[src/rtl/sort_serializer_if.sv]
// rtl/sort_serializer_if.sv - frame-in / word-out handshake bundle for sort_serializer
interface sort_serializer_if #(
    parameter int WIDTH = 16
);
    logic             in_valid;
    logic             in_ready;
    logic [WIDTH-1:0] in1;
    logic [WIDTH-1:0] in2;
    logic [WIDTH-1:0] in3;
    logic [WIDTH-1:0] in4;
    logic [WIDTH-1:0] in5;
    logic             out_valid;
    logic             out_ready;
    logic [WIDTH-1:0] out_data;
    logic [2:0]       out_idx;
    logic             out_last;
    logic             order_err;

    modport master (
        output in_valid, in1, in2, in3, in4, in5, out_ready,
        input  in_ready, out_valid, out_data, out_idx, out_last, order_err
    );

    modport slave (
        input  in_valid, in1, in2, in3, in4, in5, out_ready,
        output in_ready, out_valid, out_data, out_idx, out_last, order_err
    );
endinterface

[src/rtl/sort_serializer.sv]
// rtl/sort_serializer.sv - ping-pong buffered serializer for 5-word sorted frames
// Optional macro SORT_ORDER_CHECK_EN builds the sticky descending-order checker.
module sort_serializer #(
    parameter int WIDTH = 16
) (
    input  logic              clk,
    input  logic              rst_n,
    sort_serializer_if.slave  bus
);
    logic [WIDTH-1:0] frame_q [2][5];
    logic [1:0]       full_q;
    logic [1:0]       full_nxt;
    logic             wr_ptr_q;
    logic             rd_ptr_q;
    logic [2:0]       idx_q;
    logic             accept;
    logic             pop;
    logic             pop_last;

    assign bus.in_ready  = !full_q[wr_ptr_q];
    assign bus.out_valid = full_q[rd_ptr_q];
    assign bus.out_data  = full_q[rd_ptr_q] ? frame_q[rd_ptr_q][idx_q] : '0;
    assign bus.out_idx   = idx_q;
    assign bus.out_last  = (idx_q == 3'd4);

    assign accept   = bus.in_valid && bus.in_ready;
    assign pop      = bus.out_valid && bus.out_ready;
    assign pop_last = pop && (idx_q == 3'd4);

    // Accept and final pop always target different buffers, so set and clear never collide.
    always_comb begin
        full_nxt = full_q;
        if (pop_last) begin
            full_nxt[rd_ptr_q] = 1'b0;
        end
        if (accept) begin
            full_nxt[wr_ptr_q] = 1'b1;
        end
    end

    always_ff @(posedge clk or negedge rst_n) begin
        if (!rst_n) begin
            full_q   <= 2'b00;
            wr_ptr_q <= 1'b0;
            rd_ptr_q <= 1'b0;
            idx_q    <= 3'd0;
        end else begin
            full_q <= full_nxt;
            if (accept) begin
                wr_ptr_q <= !wr_ptr_q;
            end
            if (pop_last) begin
                idx_q    <= 3'd0;
                rd_ptr_q <= !rd_ptr_q;
            end else if (pop) begin
                idx_q <= idx_q + 3'd1;
            end
        end
    end

    // Frame storage is qualified by the full bits, so it needs no reset.
    always_ff @(posedge clk) begin
        if (accept) begin
            frame_q[wr_ptr_q][0] <= bus.in1;
            frame_q[wr_ptr_q][1] <= bus.in2;
            frame_q[wr_ptr_q][2] <= bus.in3;
            frame_q[wr_ptr_q][3] <= bus.in4;
            frame_q[wr_ptr_q][4] <= bus.in5;
        end
    end

`ifdef SORT_ORDER_CHECK_EN
    logic order_err_q;
    logic order_bad;

    assign order_bad = (bus.in1 < bus.in2) || (bus.in2 < bus.in3) ||
                       (bus.in3 < bus.in4) || (bus.in4 < bus.in5);

    always_ff @(posedge clk or negedge rst_n) begin
        if (!rst_n) begin
            order_err_q <= 1'b0;
        end else if (accept && order_bad) begin
            order_err_q <= 1'b1;
        end
    end

    assign bus.order_err = order_err_q;
`else
    assign bus.order_err = 1'b0;
`endif
endmodule

[src/flat_wrapper.sv]
// flat-port wrapper written by rule: the top's interface ports become plain ports
module sort_serializer_flat 
#(
    parameter int WIDTH = 16
)
  (clk, rst_n, bus_in_valid, bus_in1, bus_in2, bus_in3, bus_in4, bus_in5, bus_out_ready, bus_in_ready, bus_out_valid, bus_out_data, bus_out_idx, bus_out_last, bus_order_err);
  sort_serializer_if #(.WIDTH(WIDTH)) bus_i ();
  input  logic clk;
  input  logic rst_n;
  input wire logic [$bits(bus_i.in_valid)-1:0] bus_in_valid;
  input wire logic [$bits(bus_i.in1)-1:0] bus_in1;
  input wire logic [$bits(bus_i.in2)-1:0] bus_in2;
  input wire logic [$bits(bus_i.in3)-1:0] bus_in3;
  input wire logic [$bits(bus_i.in4)-1:0] bus_in4;
  input wire logic [$bits(bus_i.in5)-1:0] bus_in5;
  input wire logic [$bits(bus_i.out_ready)-1:0] bus_out_ready;
  output wire logic [$bits(bus_i.in_ready)-1:0] bus_in_ready;
  output wire logic [$bits(bus_i.out_valid)-1:0] bus_out_valid;
  output wire logic [$bits(bus_i.out_data)-1:0] bus_out_data;
  output wire logic [$bits(bus_i.out_idx)-1:0] bus_out_idx;
  output wire logic [$bits(bus_i.out_last)-1:0] bus_out_last;
  output wire logic [$bits(bus_i.order_err)-1:0] bus_order_err;
  assign bus_i.in_valid = bus_in_valid;
  assign bus_i.in1 = bus_in1;
  assign bus_i.in2 = bus_in2;
  assign bus_i.in3 = bus_in3;
  assign bus_i.in4 = bus_in4;
  assign bus_i.in5 = bus_in5;
  assign bus_i.out_ready = bus_out_ready;
  assign bus_in_ready = bus_i.in_ready;
  assign bus_out_valid = bus_i.out_valid;
  assign bus_out_data = bus_i.out_data;
  assign bus_out_idx = bus_i.out_idx;
  assign bus_out_last = bus_i.out_last;
  assign bus_order_err = bus_i.order_err;
  sort_serializer #(.WIDTH(WIDTH)) u_core (.clk(clk), .rst_n(rst_n), .bus(bus_i));
endmodule
[config.mk]
export PLATFORM = sky130hd
export DESIGN_NAME = sort_serializer_flat
export DESIGN_NICKNAME = d
export VERILOG_FILES = /design/src/rtl/sort_serializer_if.sv /design/src/rtl/sort_serializer.sv /design/src/flat_wrapper.sv
export SDC_FILE = /design/constraint.sdc
export NUM_CORES = 1
export LEC_CHECK = 0
export BUFFER_PORTS_ARGS = -buffer_cell sky130_fd_sc_hd__buf_2
export CAP_MARGIN = 20
export CORE_MARGIN = 1.5
export CORE_UTILIZATION = 58
export CTS_BUF_LIST = sky130_fd_sc_hd__clkbuf_8
export DETAILED_ROUTE_END_ITERATION = 6
export GPL_TIMING_DRIVEN = 0
export PLACE_DENSITY = 0.88
export SETUP_SLACK_MARGIN = 0.4
export SLEW_MARGIN = 20
export SYNTH_ARGS = -nofsm -noshare
export SYNTH_HDL_FRONTEND = slang
export SYNTH_SLANG_ARGS = --single-unit
[constraint.sdc]
create_clock -name clk -period 9.78 [get_ports clk]
set_input_delay 1.467 -clock clk [delete_from_list [all_inputs] [get_ports clk]]
set_output_delay 1.467 -clock clk [all_outputs]
set_load 0.05 [all_outputs]
; Word-level counts from Yosys, hierarchy flattened
; Memory sizes are Yosys's and may differ from the RTL's.
; Index checks and enable logic that the tools add are counted.
[word_totals]
in_bits = 84
output_inout_bits = 23
elab_cells = 43
memories = 1
ram_bits = 160
ff_bits = 7
[op_classes]
order_cmp = 5
n_bitwise = 4
n_reduce_logical = 9
n_mux = 18
add_sub_neg = 1
eq_ne = 1
[mem_list]
columns = memory, depth, word_bits, read_ports, rd_clocked_by_memory_dff, write_ports, line_no
row1 = u_core.frame_q, 2, 80, 1, 0, 1, sort_serializer.sv:10  ; logic [WIDTH-1:0] frame_q [2][5];
[op_table]
columns = cell, count
row1 = $bmux W16 S3, 1
row2 = $mux W16, 3
row3 = $mux W1, 8
row4 = $mux W3, 2
row5 = $logic_and A1 B1 Y1, 5
row6 = $ge A4 B4 Y1 const B, 1
row7 = $lt A1 B2 Y1 const B, 2
row8 = $mux W2, 2
row9 = $not A3 Y4, 1
row10 = $add A3 B1 Y3 const B, 1
row11 = $eq A3 B3 Y1 const B, 1
row12 = $logic_not A1 Y1, 3
row13 = $and A2 B2 Y2, 1
row14 = $demux W1 S1, 2
row15 = $ge A1 B1 Y1 const B, 2
row16 = $not A2 Y2, 1
row17 = $or A2 B2 Y2, 1
row18 = $reduce_bool A2 Y1, 1

; Longest topological paths before layout
[logic_depth]
ltp_word = 9
depth_mapped = 7
mapped_depth_nobuf = 5

; Worst setup path before layout
; No wires, ideal clock.
[synth_timing]
path_kind = input to register
start = input port bus_in_valid
end = memory u_core.frame_q[0][0] in the netlist's numbering, enable pin
setup_time_ns = 0.637
arrival_ns = 7.313
setup_slack_ns = 1.831
path_buffers = 0
stages = 1
required_ns = 9.143
path_cell_list = nor3b_1
[synth_between]
elab_chain_cells = 3
[synth_lines]
columns = element, line_no
row1 = "start, declared", flat_wrapper.sv:10  ; input wire logic [$bits(bus_i.in_valid)-1:0] bus_in_valid;
row2 = $logic_and A1 B1 Y1, sort_serializer.sv:26  ; assign accept = bus.in_valid && bus.in_ready;
row3 = $mux W1, sort_serializer.sv:63  ; if (accept) begin
row4 = $mux W1 (implied by the code), sort_serializer.sv:68  ; frame_q[wr_ptr_q][4] <= bus.in5;
row5 = "end, declared", sort_serializer.sv:10
; No other way between the ends.

; Worst setup path in the final report
[layout_timing]
start = register u_core.idx_q[1] (netlist: u_core.bus.out_idx[1])
end = output port bus_out_data[7]
[layout_between]
elab_chain_cells = 5
[layout_lines]
columns = element, line_no
row1 = "start, declared", sort_serializer.sv:15  ; logic [2:0] idx_q;
row2 = "start signal, assigned", sort_serializer.sv:56  ; idx_q <= idx_q + 3'd1;
row3 = $not A3 Y4 (implied by the code), sort_serializer.sv:22  ; assign bus.out_data = full_q[rd_ptr_q] ? frame_q[rd_ptr_q][idx_q] : '0;
row4 = $bmux W16 S3, sort_serializer.sv:22
row5 = $mux W16 (implied by the code) (2 in a row), sort_serializer.sv:22
row6 = $mux W16, sort_serializer.sv:22
row7 = "end, declared", flat_wrapper.sv:19  ; output wire logic [$bits(bus_i.out_data)-1:0] bus_out_data;
; No other way between the ends. The select of a mux whose other input is x is not followed.

==> impl_metrics.env <==
export IMPL_num_vias=3736
export IMPL_yosysSeqAreaShare=0.741
export IMPL_die_x_um=111
export IMPL_finalHoldViolations=0
export IMPL_cts_resized=0
export IMPL_timing_rr_start="u_core.full_q[0]$_DFF_PN0_"
export IMPL_clock_skew_ns=0.0124
export IMPL_fin_nets=570
export IMPL_dieHeight_um=111
export IMPL_dpl_cell_area_sq_um=7530
export IMPL_critPathLaunchType="flip-flop"
export IMPL_ys_seq_elements=167
export IMPL_portBuffers=105
export IMPL_min_period_ns=4.27
export IMPL_rsz0062_at_grt="false"
export IMPL_endpoint="bus_out_data[7]"
export IMPL_grtUsageTotal=0.221
export IMPL_cp_max_fo=10
export IMPL_synth_area_sq_um=6720
export IMPL_synth_edff_count=160
export IMPL_critical_path_startpoint="u_core.bus.out_idx[1]$_DFFE_PN0P_"
export IMPL_multi_input_area_sq_um=1540
export IMPL_antenna_left=0
export IMPL_fin_tns_setup_ns=0
export IMPL_drt_pass1_iterations=4
export IMPL_yosysWarnings=0
export IMPL_rrSetupSlack_ns=7.87
export IMPL_ys_flop_type="edfxtp_1"
export IMPL_post_dp_hpwl_mm=9.28
export IMPL_timing_fmax_ghz=0.234
export IMPL_r2r_end="u_core.frame_q[0][79]$_DFFE_PP_"
export IMPL_drc=0
export IMPL_clk_path_buf_depth=2
export IMPL_cts_tree="built"
export IMPL_min_period_over_period=0.436
export IMPL_mostFrequentLayoutCell="edfxtp_1"
export IMPL_antenna_cells=0
export IMPL_async_reset_ff_frac=0.0419
export IMPL_final_cell_area_sq_um=7910
export IMPL_status="completed"
export IMPL_yosys_cell_types_count=34
export IMPL_core_sq_um=11400
export IMPL_worstSkewPairLatency_ns=0.44
export IMPL_grt_pass1_vias=3902
export IMPL_final_cell_mix="160 x edfxtp_1, 109 x buf_2, 33 x mux2i_1, 31 x a211oi_1, 19 x nand2_1"
export IMPL_antenna_found_initial=0
export IMPL_maxSlewHeadroom=0.582
export IMPL_dieArea_sq_um=12200
export IMPL_netlist_instances=350
export IMPL_syn_avg_cell_area_sq_um=19.2
export IMPL_leakage_nw=2.89
export IMPL_whs_ns=0.602
export IMPL_overflow=0
export IMPL_routed_via_density=5.84
export IMPL_p_total_w=0.00241
export IMPL_cts_buffers=17
export IMPL_postCtsHoldBufs=0
export IMPL_wl_per_cell_um=20.5
export IMPL_grt_max_degree=46
export IMPL_worstSetupPathType="flip-flop to output port"
export IMPL_crit_required_ns=8.31
export IMPL_initial_utilization=0.591
export IMPL_crit_arrival_ns=2.80
export IMPL_seq_area_sq_um=4980
export IMPL_tightestPinTransition_ns=0.625
export IMPL_synth_nets=436
export IMPL_grt_pass1_wl_mm=20.1
export IMPL_slew_viol_final=0
export IMPL_cap_violations=0
export IMPL_r2r_cells=4
export IMPL_postCtsSetupBuffers=0
export IMPL_endpoint_kind="output port"
export IMPL_root_buffer="clkbuf_8"
export IMPL_min_path_cells=1
export IMPL_setup_viol=0
export IMPL_wl_mm=13.1
export IMPL_htree_levels=4
export IMPL_num_io_pins=107
export IMPL_path_clk_slew_ns=0.09
export IMPL_area_growth_pct=17.7
export IMPL_hp_class="flip-flop to flip-flop"
export IMPL_cts_sinks=167
export IMPL_powerDensity_nw_per_um2=305
export IMPL_place_congestion=0.807
export IMPL_fill_cells=727
export IMPL_drt_iter0_markers=305
export IMPL_rows=39
export IMPL_drive_gt1_frac=0.382
export IMPL_ir_drop_v=0.000323
power breakdown:
group	switching, W	leakage [nW]	internal [W]
clock	0.000242	0.184	0.000223
sequential	0.0000317	1.53	0.000883
combinational	0.000670	1.18	0.000362
critical path, cell delays in order (launching register included):
cell and delay [ns]:
dfrtp_1 0.42, buf_2 0.20, nor3b_2 0.31, clkbuf_1 0.49
a211oi_1 0.16, a211oi_1 0.43, buf_2 0.35
kinds of logic after synthesis:
group / count (synthesis) / synth area share
xor+xnor: 1 / 0.00130
mux: 68 / 0.137
fa+ha+maj: 2 / 0.00372
other cells: 1 / 0.000558
buf+inv: 28 / 0.0300
simple gates: 30 / 0.0210
compound gates: 53 / 0.0654
flops: 167 / 0.741
per-stage QoR:
step | worst slack, ns | util | std cells
floorplan | 1.83 | - | 350
global placement | -0.953 | 0.653 | 598
detailed placement | 6.09 | 0.662 | 608
CTS | 5.58 | 0.695 | 640
global route | 5.43 | 0.695 | 640
finish | 5.51 | 0.695 | 640
state kept, by name (all words and copies together), names as in the netlist:
| signal | flops |
|---|---|
| u_core.rd_ptr_q | 1 |
| u_core.full_q | 2 |
| u_core.wr_ptr_q | 1 |
| u_core.bus.out_idx | 3 |
| u_core.frame_q | 160 |
routing by layer:
metal	global-route usage	wire length [um]
met5	0	0
met4	0.0795	277
met3	0.0593	939
met2	0.366	6600
met1	0.283	5310
synth_stat cells, types with 3 or more instances:
library cell	number	area, sq um
dfrtp_1	7	175
clkbuf_1	10	37.5
inv_1	5	18.8
buf_2	4	20.0
nand2_1	19	71.3
mux4_1	3	78.8
mux4_2	13	293
a211oi_1	31	233
edfxtp_1	160	4800
mux2i_1	33	330
a221o_1	16	160
mux2_2	18	203
buf_12	4	80.1
worst min path at each step:
stage                                start                     endpoint  slack (ns)
2_1_floorplan  u_core.wr_ptr_q$_DFFE_PN0P_  u_core.wr_ptr_q$_DFFE_PN0P_        0.52
3_5_place_dp   u_core.wr_ptr_q$_DFFE_PN0P_  u_core.wr_ptr_q$_DFFE_PN0P_        0.58
5_1_grt        u_core.wr_ptr_q$_DFFE_PN0P_  u_core.wr_ptr_q$_DFFE_PN0P_        0.63
3_3_place_gp   u_core.wr_ptr_q$_DFFE_PN0P_  u_core.wr_ptr_q$_DFFE_PN0P_        0.52
4_1_cts        u_core.wr_ptr_q$_DFFE_PN0P_  u_core.wr_ptr_q$_DFFE_PN0P_        0.60
6_report       u_core.wr_ptr_q$_DFFE_PN0P_  u_core.wr_ptr_q$_DFFE_PN0P_        0.60
final cells by class:
cell class                 instances  area share
timing repair buffer             115      0.0794
tap                              143      0.0226
clock inverter                    15      0.0177
buffer                            23      0.0231
sequential                       167       0.630
clock buffer                      17      0.0296
multi-input combinational        155       0.195
inverter                           5     0.00269
(Power assumes the default switching activity.)
